--- config.mk ---
export PLATFORM = sky130hd
export DESIGN_NAME = ram_arb
export DESIGN_NICKNAME = d
export VERILOG_FILES = /design/src/rtl/ram_arb.sv
export SDC_FILE = /design/constraint.sdc
export NUM_CORES = 1
export LEC_CHECK = 0
export ABC_AREA = 1
export CORE_UTILIZATION = 41
export DETAILED_ROUTE_END_ITERATION = 10
export GPL_TIMING_DRIVEN = 0
export PLACE_DENSITY = 0.95
export SYNTH_ARGS = -nofsm -noshare
export SYNTH_HDL_FRONTEND = slang
export SYNTH_SLANG_ARGS = --single-unit
--- constraint.sdc ---
create_clock -name clk -period 5.9 [get_ports clk]
set_clock_uncertainty 0.1 [all_clocks]
set_input_delay 1.18 -clock clk [delete_from_list [all_inputs] [get_ports clk]]
set_output_delay 1.18 -clock clk [all_outputs]
set_load 0.01 [all_outputs]
--- src/rtl/ram_arb.sv ---
// ---------------------------------------------------------------------------
// ram_arb
// Shares one external cart RAM between a real-time CPU port and three
// background requesters (dma, mem_io, sst).
//
// The real-time port always wins. Whenever rt_ce is high it drives the memory
// pins directly in the same cycle, regardless of what the background side is
// doing. Background accesses hold the strobes for ACC_CYC cycles. Legal values
// of ACC_CYC are 2..15. An access that the real-time port interrupts is
// parked. It then restarts from scratch once the real-time port lets go.
// Background channels are served round-robin, starting after the channel that
// was served last.
//
// Ports
//   clk, rst_n        : clock (rising edge), synchronous active-low reset
//   rt_ce             : real-time access request, highest priority
//   rt_addr/rt_dati   : real-time address (23b) and write data (8b)
//   rt_oe/rt_we       : real-time strobes
//   req[2:0]          : background requests (0 dma, 1 mem_io, 2 sst)
//   req_we[2:0]       : per-channel write flag (1 write, 0 read)
//   req_addr[68:0]    : per-channel address, channel n at [23n+22:23n]
//   req_dati[23:0]    : per-channel write data, channel n at [8n+7:8n]
//   ack[2:0]          : one-cycle completion pulse per channel
//   rd_data[7:0]      : read data, valid while ack is high
//   mem_addr/mem_dati : memory address / write data
//   mem_ce/oe/we      : memory strobes
//   mem_dato[7:0]     : memory read data
//   busy              : background engine not idle
// ---------------------------------------------------------------------------
module ram_arb #(
  parameter int unsigned ACC_CYC = 4
) (
  input  logic        clk,
  input  logic        rst_n,
  input  logic        rt_ce,
  input  logic [22:0] rt_addr,
  input  logic [7:0]  rt_dati,
  input  logic        rt_oe,
  input  logic        rt_we,
  input  logic [2:0]  req,
  input  logic [2:0]  req_we,
  input  logic [68:0] req_addr,
  input  logic [23:0] req_dati,
  output logic [2:0]  ack,
  output logic [7:0]  rd_data,
  output logic [22:0] mem_addr,
  output logic [7:0]  mem_dati,
  output logic        mem_ce,
  output logic        mem_oe,
  output logic        mem_we,
  input  logic [7:0]  mem_dato,
  output logic        busy
);

  typedef enum logic [1:0] {
    IDLE = 2'd0,
    ACC  = 2'd1,
    HOLD = 2'd2,
    ACK  = 2'd3
  } state_t;

  localparam logic [3:0] LAST_CNT = 4'(ACC_CYC - 1);

  state_t      r_state;
  logic [3:0]  r_cnt;
  logic [1:0]  r_sel;
  logic [1:0]  r_ptr;
  logic [22:0] r_addr;
  logic [7:0]  r_dati;
  logic        r_we;
  logic [2:0]  r_ack;
  logic [7:0]  r_rd;

  logic [1:0]  w_c1;
  logic [1:0]  w_c2;
  logic [1:0]  w_pick;
  logic [22:0] w_addr;
  logic [7:0]  w_dati;

  // Scan order is ptr+1, ptr+2, then ptr itself, all modulo 3. If neither of
  // the first two is requesting, the fall-through pick is ptr. That pick is
  // only used when req is nonzero, so ptr must then be the requester.
  always_comb begin
    w_c1   = (r_ptr == 2'd2) ? 2'd0 : r_ptr + 2'd1;
    w_c2   = (w_c1 == 2'd2) ? 2'd0 : w_c1 + 2'd1;
    w_pick = r_ptr;
    if (req[w_c1]) begin
      w_pick = w_c1;
    end else if (req[w_c2]) begin
      w_pick = w_c2;
    end
  end

  // Extract the address and data fields of the channel that won the scan.
  always_comb begin
    w_addr = req_addr[22:0];
    w_dati = req_dati[7:0];
    case (w_pick)
      2'd1: begin
        w_addr = req_addr[45:23];
        w_dati = req_dati[15:8];
      end
      2'd2: begin
        w_addr = req_addr[68:46];
        w_dati = req_dati[23:16];
      end
      default: begin
        w_addr = req_addr[22:0];
        w_dati = req_dati[7:0];
      end
    endcase
  end

  // Background access engine. ack is registered on the way into ACK, so it
  // is high for exactly the one cycle spent in ACK. The real-time port can
  // interrupt an access at any point. The interrupted access then waits in
  // HOLD and restarts with a full ACC_CYC strobe window.
  always_ff @(posedge clk) begin
    if (!rst_n) begin
      r_state <= IDLE;
      r_cnt   <= 4'd0;
      r_sel   <= 2'd0;
      r_ptr   <= 2'd2;
      r_addr  <= 23'd0;
      r_dati  <= 8'd0;
      r_we    <= 1'b0;
      r_ack   <= 3'b000;
      r_rd    <= 8'd0;
    end else begin
      r_ack <= 3'b000;
      case (r_state)
        IDLE: begin
          if (!rt_ce && (req != 3'b000)) begin
            r_sel   <= w_pick;
            r_addr  <= w_addr;
            r_dati  <= w_dati;
            r_we    <= req_we[w_pick];
            r_cnt   <= 4'd0;
            r_state <= ACC;
          end
        end
        ACC: begin
          if (rt_ce) begin
            r_cnt   <= 4'd0;
            r_state <= HOLD;
          end else if (r_cnt == LAST_CNT) begin
            if (!r_we) begin
              r_rd <= mem_dato;
            end
            r_ack   <= 3'b001 << r_sel;
            r_state <= ACK;
          end else begin
            r_cnt <= r_cnt + 4'd1;
          end
        end
        HOLD: begin
          if (!rt_ce) begin
            r_cnt   <= 4'd0;
            r_state <= ACC;
          end
        end
        ACK: begin
          r_ptr   <= r_sel;
          r_state <= IDLE;
        end
        default: begin
          r_state <= IDLE;
        end
      endcase
    end
  end

  // Memory pin mux. The real-time port bypasses all state, including reset.
  // Otherwise the pins carry the latched background access only in ACC,
  // and are parked at zero in every other state.
  always_comb begin
    mem_addr = 23'd0;
    mem_dati = 8'd0;
    mem_ce   = 1'b0;
    mem_oe   = 1'b0;
    mem_we   = 1'b0;
    if (rt_ce) begin
      mem_addr = rt_addr;
      mem_dati = rt_dati;
      mem_ce   = 1'b1;
      mem_oe   = rt_oe;
      mem_we   = rt_we;
    end else if (r_state == ACC) begin
      mem_addr = r_addr;
      mem_dati = r_dati;
      mem_ce   = 1'b1;
      mem_oe   = !r_we;
      mem_we   = r_we;
    end
  end

  assign ack     = r_ack;
  assign rd_data = r_rd;
  assign busy    = (r_state != IDLE);

endmodule
Word-level counts from Yosys, hierarchy flattened

Index checks and enable logic that the tools add are counted.

Register bits after elaboration: 53
Input bits: 143
Output and inout port bits: 46
Word-level logic and storage cells: 77

Add/subtract/negate cells: 3
Magnitude comparators: 3
Eq/ne operators: 12
Shifts and indexed selects: 1
Multiplexer cells: 32
Bitwise logic cells: 5
Reductions and logical operators: 12

Operators by type and width:

| kind                                               | count |
|---|---|
| 2-to-1 mux 23 bit                                  | 2 |
| case mux 23 bit (2 select lines)                   | 1 |
| 2-to-1 mux 2 bit                                   | 8 |
| 2-to-1 mux 4 bit                                   | 4 |
| 2-to-1 mux 8 bit                                   | 2 |
| case mux 8 bit (2 select lines)                    | 1 |
| case mux 4 bit (3 select lines)                    | 1 |
| == test 2 bit, second input constant               | 5 |
| < comparator 2 x 3 -> 1 bit, second input constant | 3 |
| 2-to-1 mux 1 bit                                   | 9 |
| case mux 2 bit (4 select lines)                    | 1 |
| AND reduction 4 bit                                | 2 |
| binary-select mux 1 bit (select 2 bit)             | 3 |
| != test 3 bit, second input constant               | 2 |
| nonzero test 3 bit                                 | 2 |
| inverter 1 bit                                     | 5 |
| adder 2 x 1 -> 2 bit, second input constant        | 2 |
| adder 4 x 1 -> 4 bit, second input constant        | 1 |
| == test 2 x 1 -> 1 bit, second input constant      | 2 |
| == test 4 x 2 -> 1 bit, second input constant      | 1 |
| != test 2 bit, second input constant               | 2 |
| OR reduction 4 bit                                 | 1 |
| AND reduction 3 bit                                | 1 |
| left shift 1 x 2 -> 3 bit, first input constant    | 1 |
| other kinds (5)                                    | 6 |

Logic depth before layout (Yosys ltp)

Gate-level depths: netlist (run 1).

Depth in word-level cells: 10
Mapped depth: 13
Mapped depth without buffers: 12

Worst setup path after synthesis (run 1)

Ideal clock, no wire load.

Path type: input to output
Start: input rt_ce
End: output mem_we
Arrival: 1,905 ps
Path slack: 2,715 ps
Cell stages on the path: 7
Buffers on the path: 2
Path through: buf_2 inv_2 nand2_2 inv_2 buf_2 nand2_1 nand2_1

Word-level cells in the longest chain between the ends: 1

Ends and longest elaborated chain:

| element          | line | source |
|---|---|---|
| start, declared  | 35   | `input logic rt_ce,` |
| 2-to-1 mux 1 bit | 182  | `if (rt_ce) begin` |
| end, declared    | 50   | `output logic mem_we,` |

No other way between the ends.

Final worst setup path (run 1)

Start: input rt_ce
End: output mem_addr[11]

Word-level cells in the longest chain between the ends: 1

Ends and longest elaborated chain:

| element           | line | source |
|---|---|---|
| 2-to-1 mux 23 bit | 182  |  |
| end, declared     | 46   | `output logic [22:0] mem_addr,` |

No other way between the ends.

==> results.md, run 1 <==
- Vias in the first global route: 3942
- Root buffer cell: clkbuf_8
- Mapped Area: 0.00310 mm²
- Final worst-path cycle share: 68.3%
- Hold Path Depth: 2
- RR Startpoint: r_ptr[1]
- FF-to-FF End: r_addr[16]
- Initial antenna violation count: 0
- Pleak: 2.14 nW
- Synth top area share: ~34%
- Tmin final: 4.03 ns
- Final Hold Fails: 0
- Critical path startpoint category: primary input
- WHS Endpoint: r_cnt[3]
- Layout cells sized above 1: under 10%
- Post-synth top cells: nand2_1 (175), a21oi_1 (101), dfxtp_1 (53)
- Synth area leaders: dfxtp_1 (34%), nand2_1 (21%), a21oi_1 (16%)
- Global-route wire length before repair: 17100 µm
- Slew @ Worst Pin: approximately 0.55 ns
- Register bit total from synthesis: between 50 and 60
- Synthesized instance count: roughly 500
- Synthesis-to-finish area growth: 68.2%
- Total Neg Setup Slack: 0 ns
- Syn_area_per_cell: around 6.3 µm²
- GRT Util Overall: 28.0%
- Fillers: 637
- Final Max Slew Viols: 0
- GP Congestion: 0.865
- Die H: between 80 and 90 µm
- WL per Instance: 14.5 µm
- HPWL Detailed: 9060 µm
- Top-count cell post-synth: nand2_1
- Critical Path, Cell by Cell: buf_2 -> inv_2 -> nand2_2 -> inv_2 -> buf_2 -> nand2_1 -> nand2_1 -> clkdlybuf4s50_1
- Worst path arrival time: roughly 2.8 ns
- Crit path max fanout: 10
- CTS clk-pin slew, worst paths: 0.09 ns
- Setup Viol. Count Final: 0
- Vias per cell: between 5 and 6
- RSZ-0062 raised after global routing: false
- Hold path start: r_cnt[3]
- Post-synth top flop: dfxtp_1
- Worst skew pair latency: 0.30 ns
- Data required, critical path: about 4.6 ns
- Max clock buf depth: 2
- Post-synthesis cell type count: 25
- Core area: approximately 0.0073 mm²
- R2R Setup Slk: 3.18 ns
- Max VDD drop: around 0.00016 V
- Worst min path class: reg2reg
- Placed cell area: 0.00509 mm²
- Final hold slack: 0.382 ns
- Cell Pwr Density: 191 mW/mm²
- Layout Nets: about 830
- Vias: 4156
- First-pass DRT Iterations: 5
- Relative slew slack: ~63%
- GRT overflow: 0
- Synth area leader: dfxtp_1
- 1st-iter DRT viols: 262
- Worst R2R Path Depth: 13
- Clock H-tree levels: 2
- Row cnt: 31
- Antenna Diode Count: 0
- Die width: just under 90 µm
- Crit. End Element: output pin
- Seq/Total Area, Yosys: 34.2%
- Post-synth EDFFs: 0
- Max stage delay on crit path: 0.58 ns
- Syn Nets: 640
- Design area: 0.00521 mm²
- PortBufs: about 190
- Slowest library cell on the worst path: clkdlybuf4s50_1
- WS Path Type: in2out
- I/O pins: approximately 190
- Status: finished clean
- Post-route core utilization: 71.4%
- Setup Fix Bufs, Post-CTS: 0
- # hold bufs at CTS: 0
- Max_cap viols: 0
- DRC violations left: 0
- Antenna Violating Nets Remaining: 0
- Post-CTS Resized: 0
- Initial Utilization: 42.5%
- Largest net degree at the start of global routing: 16
- Yosys Warn Count: 0
- Die Area: 0.00791 mm²
- FFs w/ async S/R, synth: 0%
- Drt total wl: 11500 µm
- Power, Total: 0.997 mW
- Number of buffers created by CTS: 5
- CTS tree: built
- Fmax: about 0.25 GHz
- # clock sinks: 53
==> through the flow <==
| step | instances | setup WS, ns |
|---|---|---|
| after CTS | 788 | 1.89 |
| after floorplan | 494 | 2.71 |
| after detailed placement | 780 | 1.91 |
| after global routing | 788 | 1.74 |
| final | 788 | 1.87 |
| after global placement | 780 | 1.94 |
==> worst max-delay path: cells and delay by family <==
kind	cells	cell delay, ns
buffers and inverters	5	1.28
and+or+nand+nor	3	0.28
==> state kept, by name, summed over array words and instances (netlist names) <==
name and flops:
rd_data 8, r_ptr 2, r_sel 2, ack 3, r_we 1, r_addr 23, r_cnt 4, r_dati 8
r_state 2
==> metal layers <==
layer | vias to the layer above | share of wire [%] | track usage, %
met5 | - | 0 | 0
met4 | 0 | 2.9 | 13.0
met3 | 36 | 7.9 | 5.36
met2 | 222 | 51 | 51.2
met1 | 1895 | 38 | 31.2
li1 | 2003 | - | -
==> final cells by class <==
class / instances / area [µm²] / area share (%)
buffer: 30 / 145 / 2.79
clock buffer: 7 / 86.3 / 1.66
clock inverter: 1 / 30.0 / 0.576
inverter: 26 / 103 / 1.97
multi-input combinational: 385 / 1790 / 34.3
sequential: 53 / 1060 / 20.4
tap: 99 / 124 / 2.38
timing repair buffer: 187 / 1870 / 35.9
==> where the power goes <==
group	internal, mW	switching, mW	leakage, nW	total, mW
registers	0.385	0.0185	0.434	0.404
logic	0.170	0.164	1.64	0.334
clock network	0.139	0.120	0.0585	0.259
==> kinds of logic after synthesis <==
group           share of synthesized area, %
simple gates                            31.5
compound gates                          25.1
buf+inv                                 8.00
flops                                   34.2
fa+ha+maj                               1.21
==> cells in the final DEF, fill, tap and decap left out, types with 2 or more instances in the layout <==
cell / Yosys / layout
o21ai_0: 31 / 31
nand3_1: 13 / 13
nand2_2: 5 / 5
inv_1: 19 / 19
ha_1: 3 / 3
buf_2: 8 / 8
nor2_1: 13 / 13
nand2_1: 175 / 175
buf_6: 3 / 3
dfxtp_1: 53 / 53
nand3_2: 2 / 2
clkbuf_8: 0 / 6
nor2_2: 14 / 14
inv_4: 2 / 2
clkbuf_1: 18 / 19
o21ai_1: 20 / 20
clkdlybuf4s50_1: 0 / 187
nor2_4: 2 / 2
a21oi_1: 101 / 101
inv_2: 5 / 5
==> how the worst max path moves through the flow <==
| stage | start | to | slack (ns) | depth (start not counted) |
|---|---|---|---|---|
| global route | rt_ce | mem_addr[11] | 1.74 | 8 |
| CTS | rt_ce | mem_addr[11] | 1.89 | 8 |
| detailed placement | rt_ce | mem_addr[11] | 1.91 | 8 |
| floorplan | rt_ce | mem_we | 2.71 | 7 |
| finish | rt_ce | mem_addr[11] | 1.87 | 8 |
| global placement | rt_ce | mem_dati[1] | 1.94 | 8 |
Power figures use the tool's default switching activity.
==> run 2: changes to the inputs <==
--- a/config.mk
+++ b/config.mk
@@ -6,10 +6,10 @@
 export NUM_CORES = 1
 export LEC_CHECK = 0
 export ABC_AREA = 1
-export CORE_UTILIZATION = 41
+export CORE_UTILIZATION = 38
 export DETAILED_ROUTE_END_ITERATION = 10
 export GPL_TIMING_DRIVEN = 0
-export PLACE_DENSITY = 0.95
+export PLACE_DENSITY = 0.9
 export SYNTH_ARGS = -nofsm -noshare
 export SYNTH_HDL_FRONTEND = slang
 export SYNTH_SLANG_ARGS = --single-unit
==> constraint.sdc (replaced) <==
create_clock -name clk -period 3.9 [get_ports clk]
set_clock_uncertainty 0.1 [all_clocks]
set_input_delay 0.78 -clock clk [delete_from_list [all_inputs] [get_ports clk]]
set_output_delay 0.78 -clock clk [all_outputs]
set_load 0.01 [all_outputs]
==> run 2 against run 1 <==
Effect of this change:
- register-to-register slack got worse by 2.0 ns
- design area fell by 0.55%
- worst setup slack got worse by 1.2 ns
==> results.md, run 2 (synthesis gave the netlist of run 1 again) <==
- Status: finished clean
- Initial Utilization: 39.7% (-2.8 points)
- Slowest library cell on the worst path: clkdlybuf4s50_1
- Vias per cell: 5.03 (-4.6%)
- Die Area: 0.00852 mm² (+7.7%)
- Post-route core utilization: 66.4% (-5.1 points)
- Worst skew pair latency: 0.30 ns (about the same)
- CTS tree: built
- Commonest cells after routing, fill and taps aside: clkdlybuf4s50_1 (187), nand2_1 (175), a21oi_1 (101), dfxtp_1 (53), o21ai_0 (31)
- Data required, critical path: 3.02 ns (-1.60 ns)
- CP top delay family: buffers and inverters
- CTS clk-pin slew, worst paths: 0.09 ns (about the same)
- Core area: 0.00781 mm² (+7.1%)
- WP buf/inv: 5 (unchanged)
- Largest net degree at the start of global routing: 16 (unchanged)
- Max reg flops: 23 (unchanged)
- Antenna Violating Nets Remaining: 0 (unchanged)
- Relative slew slack: 68.3% (+5.0 points)
- Die H: 92.3 µm (+3.8%)
- Max_cap viols: 0 (unchanged)
- GRT Util Overall: 26.1% (-1.8 points)
- Synthesis-to-finish area growth: 67.2%
- DRC violations left: 0 (unchanged)
- Critical path startpoint category: primary input
- Die width: 92.3 µm (+3.8%)
- 1st-iter DRT viols: 151 (-42%)
- Global-route wire length before repair: 17900 µm (+4.8%)
- Setup Viol. Count Final: 0 (unchanged)
- Layout Nets: 834 (unchanged)
- Crit. End Element: output pin
- Total Neg Setup Slack: 0 ns (unchanged)
- Number of buffers created by CTS: 5 (unchanged)
- Fmax: 0.311 GHz
- Final Hold Fails: 0 (unchanged)
- Crit path max fanout: 10 (unchanged)
- GP Congestion: 0.817 (-5.5%)
- Antenna Diode Count: 0 (unchanged)
- Pleak: 2.12 nW (-0.94%)
- Finished Layout Cells: 791 (+0.38%)
- Max stage delay on crit path: 0.53 ns (-0.05 ns)
- Worst min path class: reg2reg
- # clock sinks: 53 (unchanged)
- Layout cells sized above 1: 7.26% (-0.15 points)
- Drt total wl: 11100 µm (-3.1%)
- Tmin final: about 3.2 ns
- I/O pins: 189 (unchanged)
- PortBufs: 187 (unchanged)
- Slew @ Worst Pin: 0.475 ns (-0.0743 ns)
- First-pass DRT Iterations: 5 (unchanged)
- Final worst-path cycle share: between 80 and 90%
- RSZ-0062 raised after global routing: false
- Final Max Slew Viols: 0 (unchanged)
- Max VDD drop: 0.000151 V (-4.4%)
- Worst path arrival time: 2.33 ns (-0.42 ns)
- GRT overflow: 0 (unchanged)
- Initial antenna violation count: 0 (unchanged)
- HPWL Detailed: 8940 µm (-1.3%)
- Cell Pwr Density: 273 mW/mm² (+43%)
- Vias: 3981 (-4.2%)
- Row cnt: 32 (+3.2%)
- Max clock buf depth: 2 (unchanged)
- Clock H-tree levels: 2 (unchanged)
- # hold bufs at CTS: 0 (unchanged)
- Critical Path, Cell by Cell: buf_2 -> inv_2 -> nand2_2 -> inv_2 -> buf_2 -> nand2_1 -> nand2_1 -> clkdlybuf4s50_1
- Commonest non-fill, non-tap cell in the layout: clkdlybuf4s50_1
- Post-CTS Resized: 0 (unchanged)
- Fillers: 691 (+8.5%)
- WS Path Type: in2out
- Setup Fix Bufs, Post-CTS: 0 (unchanged)
- Placed Cells: 783 (+0.38%)
- Root buffer cell: clkbuf_8
- Vias in the first global route: 3883 (-1.5%)
- Most flop-heavy register: r_addr
- WL per Instance: 14.0 µm (-3.4%)
[run 2: per-layer routing]
metal / global-route usage (%) / routed length [µm] / vias to the layer above
met4: 7.42 / 242 / 0
met1: 30.6 / 4560 / 1806
met5: 0 / 0 / -
met3: 4.76 / 687 / 23
met2: 48.3 / 5610 / 149
li1: - / - / 2003
[run 2: path summary, 6_finish.rpt]
check / start / end / slack [ns] / cells after the start
setup reg to reg: r_ptr[1] / r_dati[6] / 1.18 / 13
hold / removal: r_cnt[3] / r_cnt[3] / 0.39 / 2
hold reg to reg: r_cnt[3] / r_cnt[3] / 0.39 / 2
setup / recovery: rt_ce / mem_dati[0] / 0.69 / 8
[run 2: worst reg2reg max path, cell delays in order (launching register included)]
cell and delay (ns):
dfxtp_1 0.47, nor2_2 0.10, nand2_4 0.08, nand2_2 0.06, nor2_2 0.14, nand3_2 0.11
nand2_2 0.12, inv_1 0.06, ha_1 0.26, clkbuf_1 0.32, clkbuf_1 0.43, a21oi_1 0.08
a21oi_1 0.17, a21oi_1 0.10
[run 2: cell type report]
class,count,area [µm²],area share [%]
repair buffers,187,1870,36.1
flip-flops and latches,53,1060,20.5
multi-input cells,385,1790,34.5
inverters,26,103,1.98
clock buffers,7,76.3,1.47
well taps,102,128,2.46
plain buffers,30,145,2.80
clock inverters,1,7.51,0.145
[run 2: through the flow]
step | setup WS (ns) | cell area, µm² | total power, mW | hold WS (ns)
after floorplan | 1.41 | 3100 | 0.853 | 0.323
after global placement | 0.523 | 5100 | 1.10 | 0.356
after detailed placement | 0.420 | 5100 | 1.12 | 0.378
after CTS | 0.670 | 5180 | 1.42 | 0.391
after global routing | 0.479 | 5180 | 1.50 | 0.418
final | 0.690 | 5180 | 1.42 | 0.394
[run 2: report_power, final]
part / total [mW] / switching (mW) / internal (mW)
clock: 0.304 / 0.176 / 0.128
sequential: 0.612 / 0.0289 / 0.583
combinational: 0.500 / 0.242 / 0.258
total: 1.42 / 0.447 / 0.968
==> run 3: changes to the inputs <==
==> constraint.sdc (replaced) <==
create_clock -name clk -period 3.28 [get_ports clk]
set_clock_uncertainty 0.1 [all_clocks]
set_input_delay 0.656 -clock clk [delete_from_list [all_inputs] [get_ports clk]]
set_output_delay 0.656 -clock clk [all_outputs]
set_load 0.01 [all_outputs]
==> run 3 against run 2 <==
Effect of this change:
- critical endpoint is now r_dati[7]
- register-to-register slack worse by 0.60 ns
- critical path depth up 6
- final cell count unchanged
- critical path type is now in2reg
- combinational power up 19%
- global-route usage unchanged
- largest cell class unchanged
- via count down 0.40%
- sequential share of layout area about the same
- design area about the same
==> results.md, run 3 (synthesis gave the netlist of run 1 again) <==
- Pleak: 2.12 nW (+0.14%)
- DRC violations left: 0 (unchanged)
- Die H: 92.3 µm (unchanged)
- # hold bufs at CTS: 0 (unchanged)
- Slew @ Worst Pin: 0.461 ns (-0.0137 ns)
- Initial antenna violation count: 0 (unchanged)
- Final Hold Fails: 0 (unchanged)
- Gate power share: 35.3% (about the same)
- Worst skew pair latency: 0.30 ns (about the same)
- Layout Nets: 834 (unchanged)
- R2R Setup Slk: 0.58 ns (-0.60 ns)
- Status: finished clean
- Final worst-path cycle share: around 93%
- Antenna Violating Nets Remaining: 0 (unchanged)
- Psw: 0.535 mW (+20%)
- Commonest cells after routing, fill and taps aside: clkdlybuf4s50_1 (187), nand2_1 (175), a21oi_1 (101), dfxtp_1 (53), o21ai_0 (31)
- Tmin final: 3.04 ns
- Commonest non-fill, non-tap cell in the layout: clkdlybuf4s50_1
- Max reg flops: 23 (unchanged)
- Max_cap viols: 0 (unchanged)
- Die Area: 0.00852 mm² (unchanged)
- Total Neg Setup Slack: 0 ns (unchanged)
- Vias per cell: 5.01 (-0.40%)
- First-pass DRT Iterations: 4 (-1)
- Synthesis-to-finish area growth: 67.3% (about the same)
- Number of buffers created by CTS: 5 (unchanged)
- Max clock buf depth: 2 (unchanged)
- GRT Util Overall: 26.1% (unchanged)
- Vias: 3965 (-0.40%)
- PortBufs: 187 (unchanged)
- Max VDD drop: 0.000181 V (+20%)
- Worst R2R Path Depth: 13 (unchanged)
- GRT overflow: 0 (unchanged)
- Vias in the first global route: 3883 (unchanged)
- # clock sinks: 53 (unchanged)
- Antenna Diode Count: 0 (unchanged)
- Sw Share: 31.7% (+0.11 points)
- WS Path Type: in2reg
- Largest net degree at the start of global routing: 16 (unchanged)
- Post-route core utilization: 66.4% (about the same)
- Data required, critical path: 3.37 ns (+0.35 ns)
- Relative slew slack: 69.3% (+0.91 points)
- RSZ-0062 raised after global routing: false
- HPWL Detailed: 8940 µm (unchanged)
- I/O pins: 189 (unchanged)
- Initial Utilization: 39.7% (unchanged)
- CTS tree: built
- Final Max Slew Viols: 0 (unchanged)
- Power, Total: 1.69 mW (+19%)
- Fillers: 690 (-0.14%)
- Clock power share: 21.6% (about the same)
- Row cnt: 32 (unchanged)
- Core area: 0.00781 mm² (unchanged)
- Critical path startpoint category: primary input
- Worst Setup EP: r_dati[7]
- Crit. End Element: register
- CTS clk-pin slew, worst paths: 0.09 ns (about the same)
- Worst min path class: reg2reg
- Worst path arrival time: 3.14 ns (+0.81 ns)
- WL per Instance: 14.0 µm (about the same)
- RR Startpoint: r_ptr[1]
- Crit path max fanout: 10 (unchanged)
- Die width: 92.3 µm (unchanged)
- Drt total wl: 11100 µm (about the same)
- Clock H-tree levels: 2 (unchanged)
- Setup Viol. Count Final: 0 (unchanged)
- Sequential power share: 43.1% (about the same)
- Fmax: 0.329 GHz
- 1st-iter DRT viols: 167 (+11%)
- GP Congestion: 0.817 (unchanged)
- Global-route wire length before repair: 17900 µm (unchanged)
- Root buffer cell: clkbuf_8
- FF-to-FF End: r_dati[7]
- Layout cells sized above 1: 7.40% (+0.15 points)
- Cell Pwr Density: 326 mW/mm² (+19%)
- Most flop-heavy register: r_addr
- Worst Setup SP: req[1]
- Internal Power: 1.15 mW (+19%)
- Setup Fix Bufs, Post-CTS: 0 (unchanged)
run 3: cell counts in the layout (fill, tap and decap cells not counted):
Identical to the previous run, type by type.
run 3: power by group through the flow:
stage	registers, mW	clock network, mW	logic [mW]
finish	0.728	0.364	0.595
global route	0.734	0.393	0.657
CTS	0.726	0.364	0.595
detailed placement	0.741	0	0.591
global placement	0.738	0	0.576
floorplan	0.730	0	0.284
run 3: critical path, stage by stage:
cell and delay (ns):
clkdlybuf4s50_1 0.54, inv_1 0.08, nand2_1 0.09, nand3_1 0.08, nand2_1 0.08, nand3_2 0.08
nand2_2 0.12, inv_1 0.06, ha_1 0.26, clkbuf_1 0.32, clkbuf_1 0.40, a21oi_1 0.08
a21oi_1 0.19, a21oi_1 0.09
run 3: routing by layer:
layer | vias to the layer above | GRT usage (%) | share of wire [%]
li1 | 2004 | - | -
met1 | 1781 | 30.6 | 40
met2 | 159 | 48.3 | 50
met3 | 21 | 4.76 | 7.5
met4 | 0 | 7.42 | 2.0
met5 | - | 0 | 0
run 3: per-stage QoR:
stage | cell area [µm²] | cells | hold slack, ns | setup slack, ns
2_1_floorplan | 3100 | 494 | 0.323 | 0.916
3_3_place_gp | 5100 | 783 | 0.356 | 0.0271
3_5_place_dp | 5100 | 783 | 0.378 | -0.0756
4_1_cts | 5180 | 791 | 0.391 | 0.238
5_1_grt | 5180 | 791 | 0.418 | 0.00712
6_report | 5180 | 791 | 0.393 | 0.236
run 3: how the worst min path moves through the flow:
| stage | startpoint | to | slack (ns) | cells past startpoint |
|---|---|---|---|---|
| CTS | r_cnt[3] | r_cnt[3] | 0.39 | 2 |
| detailed placement | r_cnt[3] | r_cnt[3] | 0.38 | 2 |
| floorplan | r_sel[0] | ack[0] | 0.32 | 1 |
| finish | r_cnt[3] | r_cnt[3] | 0.39 | 2 |
| global route | r_sel[0] | ack[0] | 0.42 | 1 |
| global placement | r_cnt[3] | r_cnt[3] | 0.36 | 2 |
run 3: area by class of cell:
type	count	area (µm²)	area share (%)
plain buffers	30	146	2.82
clock buffers	7	76.3	1.47
clock inverters	1	7.51	0.145
inverters	26	103	1.98
multi-input cells	385	1790	34.5
flip-flops and latches	53	1060	20.5
well taps	102	128	2.46
repair buffers	187	1870	36.1
run 3: repair_timing:
action | 4_1_cts | 5_1_grt
hold endpoints to repair | 0 | 0
gates resized for setup | 0 | 2
setup endpoints to repair | 0 | 3
